**config.mk**
```make
export PLATFORM = sky130hd
export DESIGN_NAME = operand_issue_stage
export DESIGN_NICKNAME = d
export VERILOG_FILES = /design/src/rtl/operand_issue_stage.sv
export SDC_FILE = /design/constraint.sdc
export NUM_CORES = 1
export LEC_CHECK = 0
export ABC_AREA = 1
export CAP_MARGIN = 20
export CORE_MARGIN = 4
export CORE_UTILIZATION = 44
export CTS_CLUSTER_DIAMETER = 100
export DETAILED_ROUTE_END_ITERATION = 7
export GPL_TIMING_DRIVEN = 0
export PLACE_DENSITY = 0.92
export SYNTH_ARGS = -nofsm -noshare
export SYNTH_HDL_FRONTEND = slang
export SYNTH_SLANG_ARGS = --single-unit
```
**constraint.sdc**
```tcl
create_clock -name CLK -period 4.5 [get_ports CLK]
set_input_delay 1.35 -clock CLK [delete_from_list [all_inputs] [get_ports CLK]]
set_output_delay 1.35 -clock CLK [all_outputs]
set_load 0.02 [all_outputs]
```
**src/rtl/operand_issue_stage.sv**
```systemverilog
// Operand issue stage: reads the register file, forwards same-cycle writeback,
// blocks on RAW/WAW hazards via a per-register pending scoreboard, and registers operands for execute.
module operand_issue_stage #(
  parameter int DATA_WIDTH = 16,
  parameter int ADDR_WIDTH = 4,
  parameter int OP_WIDTH   = 4
) (
  input  logic                         CLK,
  input  logic                         RST_N,

  input  logic                         in_valid,
  output logic                         in_ready,
  input  logic [OP_WIDTH-1:0]          in_op,
  input  logic [ADDR_WIDTH-1:0]        in_rs0,
  input  logic [ADDR_WIDTH-1:0]        in_rs1,
  input  logic [ADDR_WIDTH-1:0]        in_rd,
  input  logic                         in_regWrite,
  input  logic [DATA_WIDTH-1:0]        in_imm,

  output logic [ADDR_WIDTH-1:0]        rf_rs0,
  output logic [ADDR_WIDTH-1:0]        rf_rs1,
  input  logic [DATA_WIDTH-1:0]        rf_A,
  input  logic [DATA_WIDTH-1:0]        rf_B,

  input  logic                         wb_regWrite,
  input  logic [ADDR_WIDTH-1:0]        wb_rd,
  input  logic [DATA_WIDTH-1:0]        wb_data,

  input  logic                         flush,

  output logic                         out_valid,
  input  logic                         out_ready,
  output logic [OP_WIDTH-1:0]          out_op,
  output logic [ADDR_WIDTH-1:0]        out_rd,
  output logic                         out_regWrite,
  output logic [DATA_WIDTH-1:0]        out_imm,
  output logic [DATA_WIDTH-1:0]        out_A,
  output logic [DATA_WIDTH-1:0]        out_B,

  output logic [(2**ADDR_WIDTH)-1:0]   dbg_pending
);

  localparam int NREG = 2 ** ADDR_WIDTH;

  // Handshake: a transfer happens on a rising edge where valid && ready are both
  // high; valid never waits on ready, and the producer holds its payload stable
  // while valid && !ready. in_ready is combinational; out_* come from a register.

  logic [NREG-1:0]       pending;
  logic [NREG-1:0]       pending_next;
  logic                  wb_hit0;
  logic                  wb_hit1;
  logic                  wb_hit_rd;
  logic                  src0_busy;
  logic                  src1_busy;
  logic                  dst_busy;
  logic                  out_free;
  logic                  accept;
  logic                  drop;
  logic [DATA_WIDTH-1:0] op_a;
  logic [DATA_WIDTH-1:0] op_b;

  assign rf_rs0      = in_rs0;
  assign rf_rs1      = in_rs1;
  assign dbg_pending = pending;

  assign wb_hit0   = wb_regWrite && (wb_rd == in_rs0);
  assign wb_hit1   = wb_regWrite && (wb_rd == in_rs1);
  assign wb_hit_rd = wb_regWrite && (wb_rd == in_rd);

  // Register 0 is hardwired to zero, so it never forwards a writeback value.
  always_comb begin
    op_a = rf_A;
    if (in_rs0 == '0)
      op_a = '0;
    else if (wb_hit0)
      op_a = wb_data;
  end

  always_comb begin
    op_b = rf_B;
    if (in_rs1 == '0)
      op_b = '0;
    else if (wb_hit1)
      op_b = wb_data;
  end

  assign src0_busy = pending[in_rs0] && !wb_hit0;
  assign src1_busy = pending[in_rs1] && !wb_hit1;
  assign dst_busy  = in_regWrite && (in_rd != '0) && pending[in_rd] && !wb_hit_rd;

  assign out_free = !out_valid || out_ready;
  assign in_ready = !src0_busy && !src1_busy && !dst_busy && out_free && !flush;
  assign accept   = in_valid && in_ready;
  assign drop     = flush && out_valid;

  // Clears are applied before the set so a same-edge clear+set leaves the bit set.
  always_comb begin
    pending_next = pending;
    if (wb_regWrite)
      pending_next[wb_rd] = 1'b0;
    if (drop && out_regWrite && (out_rd != '0))
      pending_next[out_rd] = 1'b0;
    if (accept && in_regWrite && (in_rd != '0))
      pending_next[in_rd] = 1'b1;
    pending_next[0] = 1'b0;
  end

  always_ff @(posedge CLK) begin
    if (!RST_N)
      pending <= '0;
    else
      pending <= pending_next;
  end

  always_ff @(posedge CLK) begin
    if (!RST_N) begin
      out_valid    <= 1'b0;
      out_op       <= '0;
      out_rd       <= '0;
      out_regWrite <= 1'b0;
      out_imm      <= '0;
      out_A        <= '0;
      out_B        <= '0;
    end else if (accept) begin
      out_valid    <= 1'b1;
      out_op       <= in_op;
      out_rd       <= in_rd;
      out_regWrite <= in_regWrite;
      out_imm      <= in_imm;
      out_A        <= op_a;
      out_B        <= op_b;
    end else if (drop || out_ready) begin
      out_valid    <= 1'b0;
    end
  end

endmodule

```
### Word level (Yosys, flattened, before mapping)

Index checks and enable logic that the tools add are counted.

* $lt $le $gt $ge: 8
* multipliers: 0
* div/mod/pow operators: 0
* multiplexer cells: 21
* reduce and logical (&&, ||, !) cells: 36
* bitwise logic cells: 5
* $add $sub $neg: 0
* shifts and indexed selects: 0
* equality and inequality tests: 3

Operators with widths (count)
* $mux W16: 7
* $and A16 B16 Y16: 2
* $not A16 Y16: 2
* $lt A4 B5 Y1 const B: 5
* $logic_and A1 B1 Y1: 21
* $or A16 B16 Y16: 1
* $bmux W1 S4: 3
* $demux W1 S4: 3
* $eq A4 B4 Y1: 3
* $ge A4 B1 Y1 const B: 3
* $logic_not A1 Y1: 8
* $logic_not A4 Y1: 2
* $mux W1: 8
* $reduce_bool A4 Y1: 2
* $logic_or A1 B1 Y1: 2
* $reduce_bool A2 Y1: 1

* logic and storage cells: 82
* latch bits: 0
* bits in writable memories: 0
* bits in registers: 74
* output and inout port bits: 83
* memory bits (read-only): 0
* memories kept: 0

### Depth between registers and ports, before layout

* word-level depth: 13
* mapped depth: 15

### Least setup slack after synthesis

Ideal clock, no wire load.

* path type: input to output
* start: in wb_rd[3]
* end: out in_ready
* buffers on the path: 3
* data required time: 3.150 ns
* arrival: 2.624 ns
* cell stages on the path: 8
* path slack: 0.526 ns
* cell sequence: buf_2 inv_2 a211oi_4 nand3_4 nand2_2 and3_1 buf_2 buf_6

* longest elaborated chain between the ends: 9
* elaborated cells on any way between the ends: 19

RTL lines
* start, declared: RTL line 26 `input logic [ADDR_WIDTH-1:0] wb_rd,`
* $eq A4 B4 Y1 (on tied branches): RTL line 67, 68
* $logic_and A1 B1 Y1 (on tied branches): RTL line 67, 68
* $logic_not A1 Y1 (on tied branches): RTL line 88, 89
* $logic_and A1 B1 Y1 (on tied branches): RTL line 88, 89
* $logic_not A1 Y1: RTL line 93 `assign in_ready = !src0_busy && !src1_busy && !dst_busy && out_free && !flush;`
* $logic_and A1 B1 Y1: RTL line 93
* $logic_and A1 B1 Y1 (*) (3 in series): RTL line 93
* end, declared: RTL line 12 `output logic in_ready,`

Mark *: on every way between the ends. The rest lies on a longest branch, timed or not.

### Worst setup path after layout

* start: in in_rs0[1]
* end: out in_ready

* longest elaborated chain between the ends: 9
* elaborated cells on any way between the ends: 11

RTL lines
* start, declared: RTL line 14 `input logic [ADDR_WIDTH-1:0] in_rs0,`
* parallel branches: the longest is 3 deep, another holds $bmux W1 S4
* $logic_and A1 B1 Y1 (*): RTL line 88 `assign src0_busy = pending[in_rs0] && !wb_hit0;`
* $logic_not A1 Y1 (*): RTL line 93
* $logic_and A1 B1 Y1 (*) (4 in series): RTL line 93

Every way passes the cells marked *. The select of a mux whose other input is x is not followed.

==> implementation parameters <==
Parameter                              Value

Setup path
  Critical Path Source Type    input port
  Max Fanout on Critical Path    10
  Signal arrival time at the worst endpoint    3.08 ns
  CP Capture Type    output port
  Category of the most critical setup path    in -> out
  R2r worst-path depth    14
  Data required time of the worst path    roughly 3.2 ns

Synth
  Post-Syn Area per Cell    6.37 sq um
  Synthesized netlist cell count    664
  Fraction of post-synthesis cell area in the top cell type by area    about a third
  Async set-reset flop share out of synthesis    0%
  Cell types occupying the most area after synthesis    sky130_fd_sc_hd__dfxtp_1 (35%), sky130_fd_sc_hd__a21oi_1 (12%), sky130_fd_sc_hd__nand2_1 (12%)
  Ranking of synthesized cells by instance count    sky130_fd_sc_hd__nand2_1 (131), sky130_fd_sc_hd__a21oi_1 (101), sky130_fd_sc_hd__inv_1 (76)
  Dominant synthesized flop cell    sky130_fd_sc_hd__dfxtp_1
  Synthesis Warnings    0
  Synthesized area    roughly 4200 sq um
  Synth unique cells    33
  Biggest area consumer among synthesized cells    sky130_fd_sc_hd__dfxtp_1
  Most frequently used cell type in the post-synthesis netlist    sky130_fd_sc_hd__nand2_1
  Post-synthesis net count    about 760
  Number of synthesized flops with an enable pin    0
  Flip-flop and latch count after synthesis    73
  Register area share after synthesis    about a third

Status
  Status    complete, no violations

STA
  Clock Skews    around 0.015 ns
  Final period demand of the worst path    4.43 ns
  Setup ws final    slightly below 0.07 ns
  Maximum operating frequency    226 MHz
  Transition time at the pin with the least slew margin    between 0.5 and 0.6 ns
  Pins Over Slew Limit    0
  Hold Vio Cnt, Final    0
  Finish-stage setup viols    0
  Part of the cycle the worst path needs    about 99%
  Worst hold margin    roughly 0.45 ns
  Remaining max-slew budget at the tightest pin    61.5%

Die
  DIE WIDTH    106 microns
  Initial standard-cell utilization of the core    a little under half
  Total die area    between 10000 and 15000 sq um
  Number of rows created at floorplan    35
  Height of the die    106 microns
  Top-level port count    roughly 170
  Std-Cell Core Area    between 9000 and 10000 sq um

Drt
  Remaining routing DRC violations    0
  Vias post-DR    approximately 5400
  Total met2 wirelength after detailed routing    7350 microns
  Sum of routed wire segments on met1    ~6200 microns
  Iter 0 DRT Violations    a little over 600
  Count of TritonRoute iterations in the first routing pass    7
  Per-cell via count in the routed design    5.44
  Antenna violation net count after detailed routing    0
  Top routing layer used    met4
  Aggregate routed wire length    approximately 16000 microns
  WL met3    between 1500 and 2000 microns
  Drt wl/cell    approximately 16 microns

Power and ir drop
  Largest vdd supply drop    approximately 0.29 mV
  Power density over the cells    between 200 and 300 nW/um^2
  Leakage power figure    2.50 nW
  Overall power    between 1.5 and 2 mW

Clock tree
  Clock tree from TritonCTS    yes
  Longest Clk Path Bufs    2
  Clock Pin Slew Worst Setup and Hold Paths    around 0.080 ns
  Total clock buffers created by CTS    9
  Clock Root Buffer    sky130_fd_sc_hd__clkbuf_8
  Worst-Skew Late Latency    0.36 ns
  Clock sink total    73
  Number of H-tree levels    3

Placement
  Port Buf Inserts    about 170
  Placed instance count    approximately 960
  DPL Wire Length    approximately 12000 microns
  Pre-CTS setup slack    -0.842 ns
  Placer's final routability congestion estimate    around 0.96

Global routing
  Remaining Overflow, GRT    0
  Maximum number of pins on one net before global-route repair    13
  Total Routing Usage GR    27.2%
  Number of global-route vias before repair    4998
  Global-route wire length before repair    24400 microns
  Initial antenna violation count    0

Worst hold path
  Tightest Hold Check Type    reg -> reg
  Worst hold path depth    2

Cells and area
  Sequential standard cell area    roughly 1500 sq um
  Layout Cells excl Fill    a little under 1000
  Diode insertion count for antenna repair    0
  Proportion of layout cells with a drive suffix above 1    9.33%
  Final layout net count    around 940
  Multi-input logic area    between 2000 and 2500 sq um
  Final standard cell utilization of the core    about two thirds
  Filler cells    about 800
  Synth-to-layout area growth    50.8%

Run
  Number of max-cap violations    0
-- power by group --
group | leakage (nW) | internal [mW] | switching [mW]
combinational | 1.79 | 0.201 | 0.238
clock | 0.115 | 0.341 | 0.246
sequential | 0.594 | 0.679 | 0.0201
total | 2.50 | 1.22 | 0.504
-- what timing repair did --
action / 4_1_cts / 5_1_grt
hold buffers: 0 / 0
pin swaps: 4 / 4
resized for setup: 22 / 14
gates cloned: 0 / 0
setup endpoints to repair: 1 / 1
setup buffers: 6 / 3
-- registers in the layout, indices dropped and copies added (netlist names) --
name and flops:
out_A 16, out_B 16, out_imm 16, dbg_pending 15
out_op 4, out_rd 4, out_regWrite 1, out_valid 1
-- layer usage --
layer	track usage [%]	vias up
met4	13.7	0
met3	7.16	79
met1	33.6	2348
met2	43.6	369
li1	-	2568
met5	0	-
-- stage by stage --
| stage | cell area [sq um] | setup TNS (ns) |
|---|---|---|
| finish | 6370 | 0 |
| detailed placement | 6060 | -0.842 |
| global placement | 6060 | -0.839 |
| global route | 6370 | -0.0132 |
| CTS | 6340 | 0 |
| floorplan | 4230 | 0 |
-- cells by family (layout without fill, tap and decap cells) --
kind of cell	Yosys count	count (layout)	share of synthesized area, %
and+or+nand+nor	281	281	28.9
xor gates and xnor gates	3	3	0.622
other	1	1	0.0887
DFF	73	73	34.6
buffers and inverters	128	321	13.4
AOI/OAI and AO/OA	178	178	22.4
-- layout make-up --
type,count,area share (%)
multi-input combinational,463,34.9
timing repair buffer,177,27.0
sequential,73,22.9
inverter,83,4.89
buffer,45,4.18
tap,129,2.53
clock buffer,11,2.38
clock inverter,5,1.22
-- cells in the final DEF (no fill, tap or decap), types with 2 or more instances in the layout --
master	count
sky130_fd_sc_hd__clkdlybuf4s50_1	154
sky130_fd_sc_hd__nand2_1	130
sky130_fd_sc_hd__a21oi_1	101
sky130_fd_sc_hd__inv_1	75
sky130_fd_sc_hd__dfxtp_1	73
sky130_fd_sc_hd__nand3_1	59
sky130_fd_sc_hd__nor2_1	57
sky130_fd_sc_hd__o21ai_1	40
sky130_fd_sc_hd__buf_4	21
sky130_fd_sc_hd__o21ai_0	20
sky130_fd_sc_hd__nand4_1	18
sky130_fd_sc_hd__buf_2	16
sky130_fd_sc_hd__clkbuf_1	14
sky130_fd_sc_hd__clkbuf_8	11
sky130_fd_sc_hd__inv_2	8
sky130_fd_sc_hd__dlygate4sd2_1	7
sky130_fd_sc_hd__o211ai_1	6
sky130_fd_sc_hd__buf_6	5
sky130_fd_sc_hd__nor3_1	5
sky130_fd_sc_hd__nor2_2	3
sky130_fd_sc_hd__o22ai_1	3
sky130_fd_sc_hd__clkbuf_2	3
sky130_fd_sc_hd__xor2_1	2
sky130_fd_sc_hd__nor2_4	2
sky130_fd_sc_hd__a31oi_1	2
sky130_fd_sc_hd__nand2_2	2
sky130_fd_sc_hd__o311ai_0	2
sky130_fd_sc_hd__bufinv_16	2
sky130_fd_sc_hd__clkinv_2	2
-- worst paths after layout --
path	from	slack, ns	to
hold reg to reg	out_imm[1]	0.45	out_imm[1]
setup / recovery	in_rs0[1]	0.07	in_ready
setup reg to reg	dbg_pending[5]	2.22	out_A[3]
hold / removal	out_imm[1]	0.45	out_imm[1]
-- worst max-delay path, cell delays in order --
cell,delay (ns)
sky130_fd_sc_hd__dlygate4sd2_1,0.38
sky130_fd_sc_hd__inv_2,0.13
sky130_fd_sc_hd__o22ai_1,0.22
sky130_fd_sc_hd__inv_2,0.14
sky130_fd_sc_hd__nand3_4,0.14
sky130_fd_sc_hd__nand2_2,0.10
sky130_fd_sc_hd__and3_1,0.18
sky130_fd_sc_hd__buf_4,0.16
sky130_fd_sc_hd__buf_6,0.13
sky130_fd_sc_hd__buf_4,0.15
Note: power is estimated with default switching activity, not from simulation.
==> RTL edit 1: new RTL, same settings <==
Register the output `dbg_pending` once more, without a reset; this adds one clock of latency there. The other outputs are not delayed to match.
--- a/src/rtl/operand_issue_stage.sv
+++ b/src/rtl/operand_issue_stage.sv
@@ -64,3 +64,5 @@
   assign rf_rs1      = in_rs1;
-  assign dbg_pending = pending;
+  always_ff @(posedge CLK) begin
+    dbg_pending <= pending;
+  end
 
Behaviour: not the same (a bounded check fails within 4 cycles, from zero or initial values and one cycle with RST_N low).
==> RTL edit 1 against the unedited design <==
  * Clock power rose by 7.8%
  * Final area rose by 4.6%
  * Maximum frequency rose by 1.3%
  * Utilization down 1.7 points
  * Hold slack got worse by 0.035 ns
  * Synthesized cell count grew 2.3%
  * Wire length increased by 2.8%
  * First-iteration DRC count down 12%
  * Total power rose by 10%
  * Worst setup slack better by 0.056 ns
  * Synthesized area up 8.2%
  * Sequential power up 19%
  * Sequential cell count is 15 higher
==> RTL edit 1: results (changes against the unedited design) <==
stage;metric;value;unit;change
power;irDropWorstVdd;0.000149;V;-48%
yosys;synth-xor-area-share;0.383;%;-0.24 points
critical_path;timing.critical_path.arrival;3.03;ns;-0.05 ns
yosys;synth_area_per_cell;6.73;µm²;+5.8%
min_path;hp-start;pending[2];;
yosys;ys_top_cells_by_count;nand2_1, a21oi_1, dfxtp_1, nor2_1, inv_1;;
layout;nets;949;;+0.64%
timing;skew;0.00900;ns;-0.00572 ns
status;status;finished clean;;
layout;fillers;857;;+9.7%
detailed_routing;dr.first_iter.drc_count;536;;-12%
yosys;area_fraction_in_compound_gates_after_synthesis;21.0;%;-1.4 points
power;switching_share;29.4;%;+0.15 points
yosys;synth_seq_area_share;38.5;%;+4.0 points
critical_path;critPathMaxStageDelay;0.42;ns;+0.04 ns
global_route;global_route.usage.total;26.7;%;-0.45 points
critical_path;timing.critical_path.max_delay_family;simple AND/OR/NAND/NOR gates;;
detailed_routing;met3WireLength;1710;µm;+0.23%
global_route;grt_pass1_vias;5000;;+0.040%
global_route;pin_count_of_the_biggest_net_entering_global_routing;16;;+3
layout;post_route_cells_drive_above_1_share;8.00;%;-1.3 points
yosys;synth_area_leaders;dfxtp_1, a21oi_1, nand2_1, nand3_1, o21ai_0;;
detailed_routing;total_wire_length;16500;µm;+2.8%
place;dp_hpwl;12700;µm;+5.7%
yosys;synth.distinct_cells;31;;-6.1%
place;number_of_buffer_cells_added_on_primary_ports;164;;-1.8%
timing;max_slew.worst_pin.slew;0.891;ns;+0.321 ns
place;gpl.final_weighted_congestion;1.03;;+7.7%
place;placement.cell_area;0.00638;mm²;+5.2%
detailed_routing;m1WireLength;6840;µm;+11%
critical_path;cp-startpoint;in_rd[2];;
-- RTL edit 1: power by group through the flow --
stage,combinational [mW],sequential (mW),clock [mW]
2_1_floorplan,0.178,0.887,0
3_3_place_gp,0.417,0.847,0
3_5_place_dp,0.422,0.849,0
6_report,0.432,0.831,0.633
4_1_cts,0.428,0.830,0.632
5_1_grt,0.471,0.835,0.666
-- RTL edit 1: cells by family after synthesis --
logic type	Yosys count
xor+xnor	2
buf+inv	126
compound gates	179
flops	88
other cells	1
simple gates	283
-- RTL edit 1: area by class of cell --
cell class	instances	share of cell area, %
buffer	47	4.36
clock inverter	6	1.35
multi-input combinational	465	33.8
clock buffer	10	2.07
inverter	79	4.45
tap	133	2.50
sequential	88	26.4
timing repair buffer	168	25.0
-- RTL edit 1: stage by stage --
step	util (%)	power (mW)	setup TNS, ns	cells	hold WS [ns]
after CTS	66.8	1.89	0	995	0.406
after detailed placement	64.1	1.27	-0.840	976	0.386
after global placement	64.1	1.26	-0.841	976	0.389
after global routing	66.9	1.97	0	996	0.417
final	66.9	1.90	0	996	0.410
after floorplan	-	1.07	0	679	0.351
-- RTL edit 1: final timing paths --
| path | end | slack (ns) | cells past startpoint |
|---|---|---|---|
| max | in_ready | 0.12 | 10 |
| min | dbg_pending[2] | 0.41 | 0 |
| max reg2reg | out_A[8] | 2.36 | 14 |
| min reg2reg | dbg_pending[2] | 0.41 | 0 |
-- RTL edit 1: timing repair --
action                     4_1_cts  5_1_grt
setup endpoints to repair        1        1
gates resized for setup         20        4
cloned                           0        0
pin swaps                        2        1
setup buffers                    3        1
-- RTL edit 1: metal layers --
layer	vias to the layer above	global-route usage (%)
li1	2602	-
met3	63	5.17
met5	-	0
met1	2378	35.8
met4	0	13.4
met2	317	40.8
==> RTL edit 2: new RTL, same settings <==
Made on the original files. Change the parameter `ADDR_WIDTH` from 4 to 5.
--- a/src/rtl/operand_issue_stage.sv
+++ b/src/rtl/operand_issue_stage.sv
@@ -4,3 +4,3 @@
   parameter int DATA_WIDTH = 16,
-  parameter int ADDR_WIDTH = 4,
+  parameter int ADDR_WIDTH = 5,
   parameter int OP_WIDTH   = 4
Ports: changed (8 resized); port bits go from 174 to 197. The function was not compared with the original's and may differ.
==> RTL edit 2 against the unedited design <==
  * Final area grew 28%
  * Synthesized area grew 35%
  * Worst setup slack gained 0.024 ns
  * Total power rose by 22%
  * Maximum frequency rose by 0.54%
  * Sequential power increased by 22%
  * Sequential cell count rose by 17
  * Sequential share of layout area shrank 0.89 points
  * Wire length increased by 48%
  * Largest cell class unchanged
  * Largest power group unchanged
==> RTL edit 2: results (changes against the unedited design) <==
stage;metric;value;unit;change
global_route;pin_count_of_the_biggest_net_entering_global_routing;15;;+2
detailed_routing;dr.first_iter.drc_count;914;;+51%
clocking;root_buffer;clkbuf_16;;
min_path;holdPathStages;2;;unchanged
clocking;clock_insertion_delay_worst_skew;0.35;ns;
timing;skew;0.0148;ns;+0.0000409 ns
place;gpl.final_weighted_congestion;1.00;;+4.5%
global_route;grt_pass1_vias;6812;;+36%
status;status;finished clean;;
yosys;synthCells;902;;+36%
layout;fillers;1140;;+46%
timing;max_slew.worst_pin.slew;0.504;ns;-0.0665 ns
global_route;grt_pass1_wl;36200;µm;+49%
global_route;global_route.usage.total;31.1;%;+4.0 points
detailed_routing;detail_route.vias_per_cell;5.79;;+6.4%
place;place_inst;1264;;+32%
power;static-leakage-power;3.11;nW;+25%
detailed_routing;total_wire_length;23700;µm;+48%
yosys;mappedNetlistNets;997;;+32%
yosys;synth.distinct_cells;32;;-3.0%
yosys;area_fraction_in_compound_gates_after_synthesis;24.7;%;+2.3 points
detailed_routing;post_drt_wl_per_cell;18.5;µm;+14%
critical_path;worst-r2r-cell-count;11;;-3
power;irDropWorstVdd;0.000301;V;+4.5%
place;dp_hpwl;17900;µm;+49%
yosys;synth-xor-area-share;0.307;%;-0.31 points
yosys;synth_area_leaders;dfxtp_1, nand2_1, a21oi_1, inv_1, nand3_1;;
layout;post_route_cells_drive_above_1_share;7.73;%;-1.6 points
critical_path;cp_max_fo;7;;-3
layout;nets;1204;;+28%
yosys;ys_top_cells_by_count;nand2_1, a21oi_1, inv_1, dfxtp_1, nand3_1;;
clocking;clock_pin_slew_on_the_worst_setup_and_hold_paths;0.06;ns;-0.02 ns
detailed_routing;drtPass1Iterations;6;;-1
place;placement.cell_area;0.00782;mm²;+29%
critical_path;timing.critical_path.arrival;3.06;ns;-0.02 ns
place;number_of_buffer_cells_added_on_primary_ports;190;;+14%
-- RTL edit 2: kinds of logic after synthesis --
kind of cell / Yosys count
flip-flops: 90
AO/OA/AOI/OAI: 249
AND/OR/NAND/NOR: 380
other: 1
XOR/XNOR: 2
buffers and inverters: 180
-- RTL edit 2: cell type report --
class / instances / area [µm²] / area share (%)
Multi-Input combinational cell: 632 / 3190 / 39.0
Clock inverter: 4 / 52.6 / 0.643
Timing Repair Buffer: 196 / 1920 / 23.4
Sequential cell: 90 / 1800 / 22.0
Tap cell: 172 / 215 / 2.63
Clock buffer: 11 / 233 / 2.85
Buffer: 62 / 325 / 3.98
Inverter: 118 / 445 / 5.45
-- RTL edit 2: worst max-delay path, cell delays in order --
cell and delay, ns:
clkdlybuf4s15_1 0.36, inv_1 0.18, nor2_2 0.20, nand2_1 0.08, a21oi_1 0.13, nor2_1 0.05, nand2_1 0.10, nand3_1 0.14
and3_1 0.21, clkdlybuf4s15_2 0.25
-- RTL edit 2: worst paths after layout --
| kind | startpoint | end | slack [ns] |
|---|---|---|---|
| max | in_rs1[2] | in_ready | 0.09 |
| min | out_imm[9] | out_imm[9] | 0.44 |
| max reg2reg | dbg_pending[28] | out_imm[0] | 2.25 |
| min reg2reg | out_imm[9] | out_imm[9] | 0.44 |
-- RTL edit 2: metrics by stage --
step           setup WS, ns  utilization, %  hold WS, ns
6_report             0.0911            64.5        0.445
3_3_place_gp         -0.712            61.7        0.431
5_1_grt            -0.00384            64.5        0.460
2_1_floorplan         0.616               -        0.520
3_5_place_dp         -0.681            61.7        0.436
4_1_cts              0.0196            64.4        0.446
-- RTL edit 2: timing repair --
| item | in CTS | in global routing |
|---|---|---|
| buffers inserted | 4 | 1 |
| pin swaps | 2 | 1 |
| gates resized for setup | 28 | 20 |
| hold buffers | 0 | 0 |
| setup endpoints to repair | 1 | 1 |
-- RTL edit 2: report_power, final --
group | total, mW | switching (mW) | internal, mW
clock | 0.752 | 0.321 | 0.430
combinational | 0.505 | 0.294 | 0.211
sequential | 0.852 | 0.0222 | 0.830
-- RTL edit 2: layer usage --
metal  share of wire, %  vias to the layer above  GRT usage [%]
met5                  0                        -              0
met4                5.1                        0           16.0
met3                 11                      106           6.78
met2                 45                      523           48.7
met1                 39                     3344           40.4
li1                   -                     3462              -
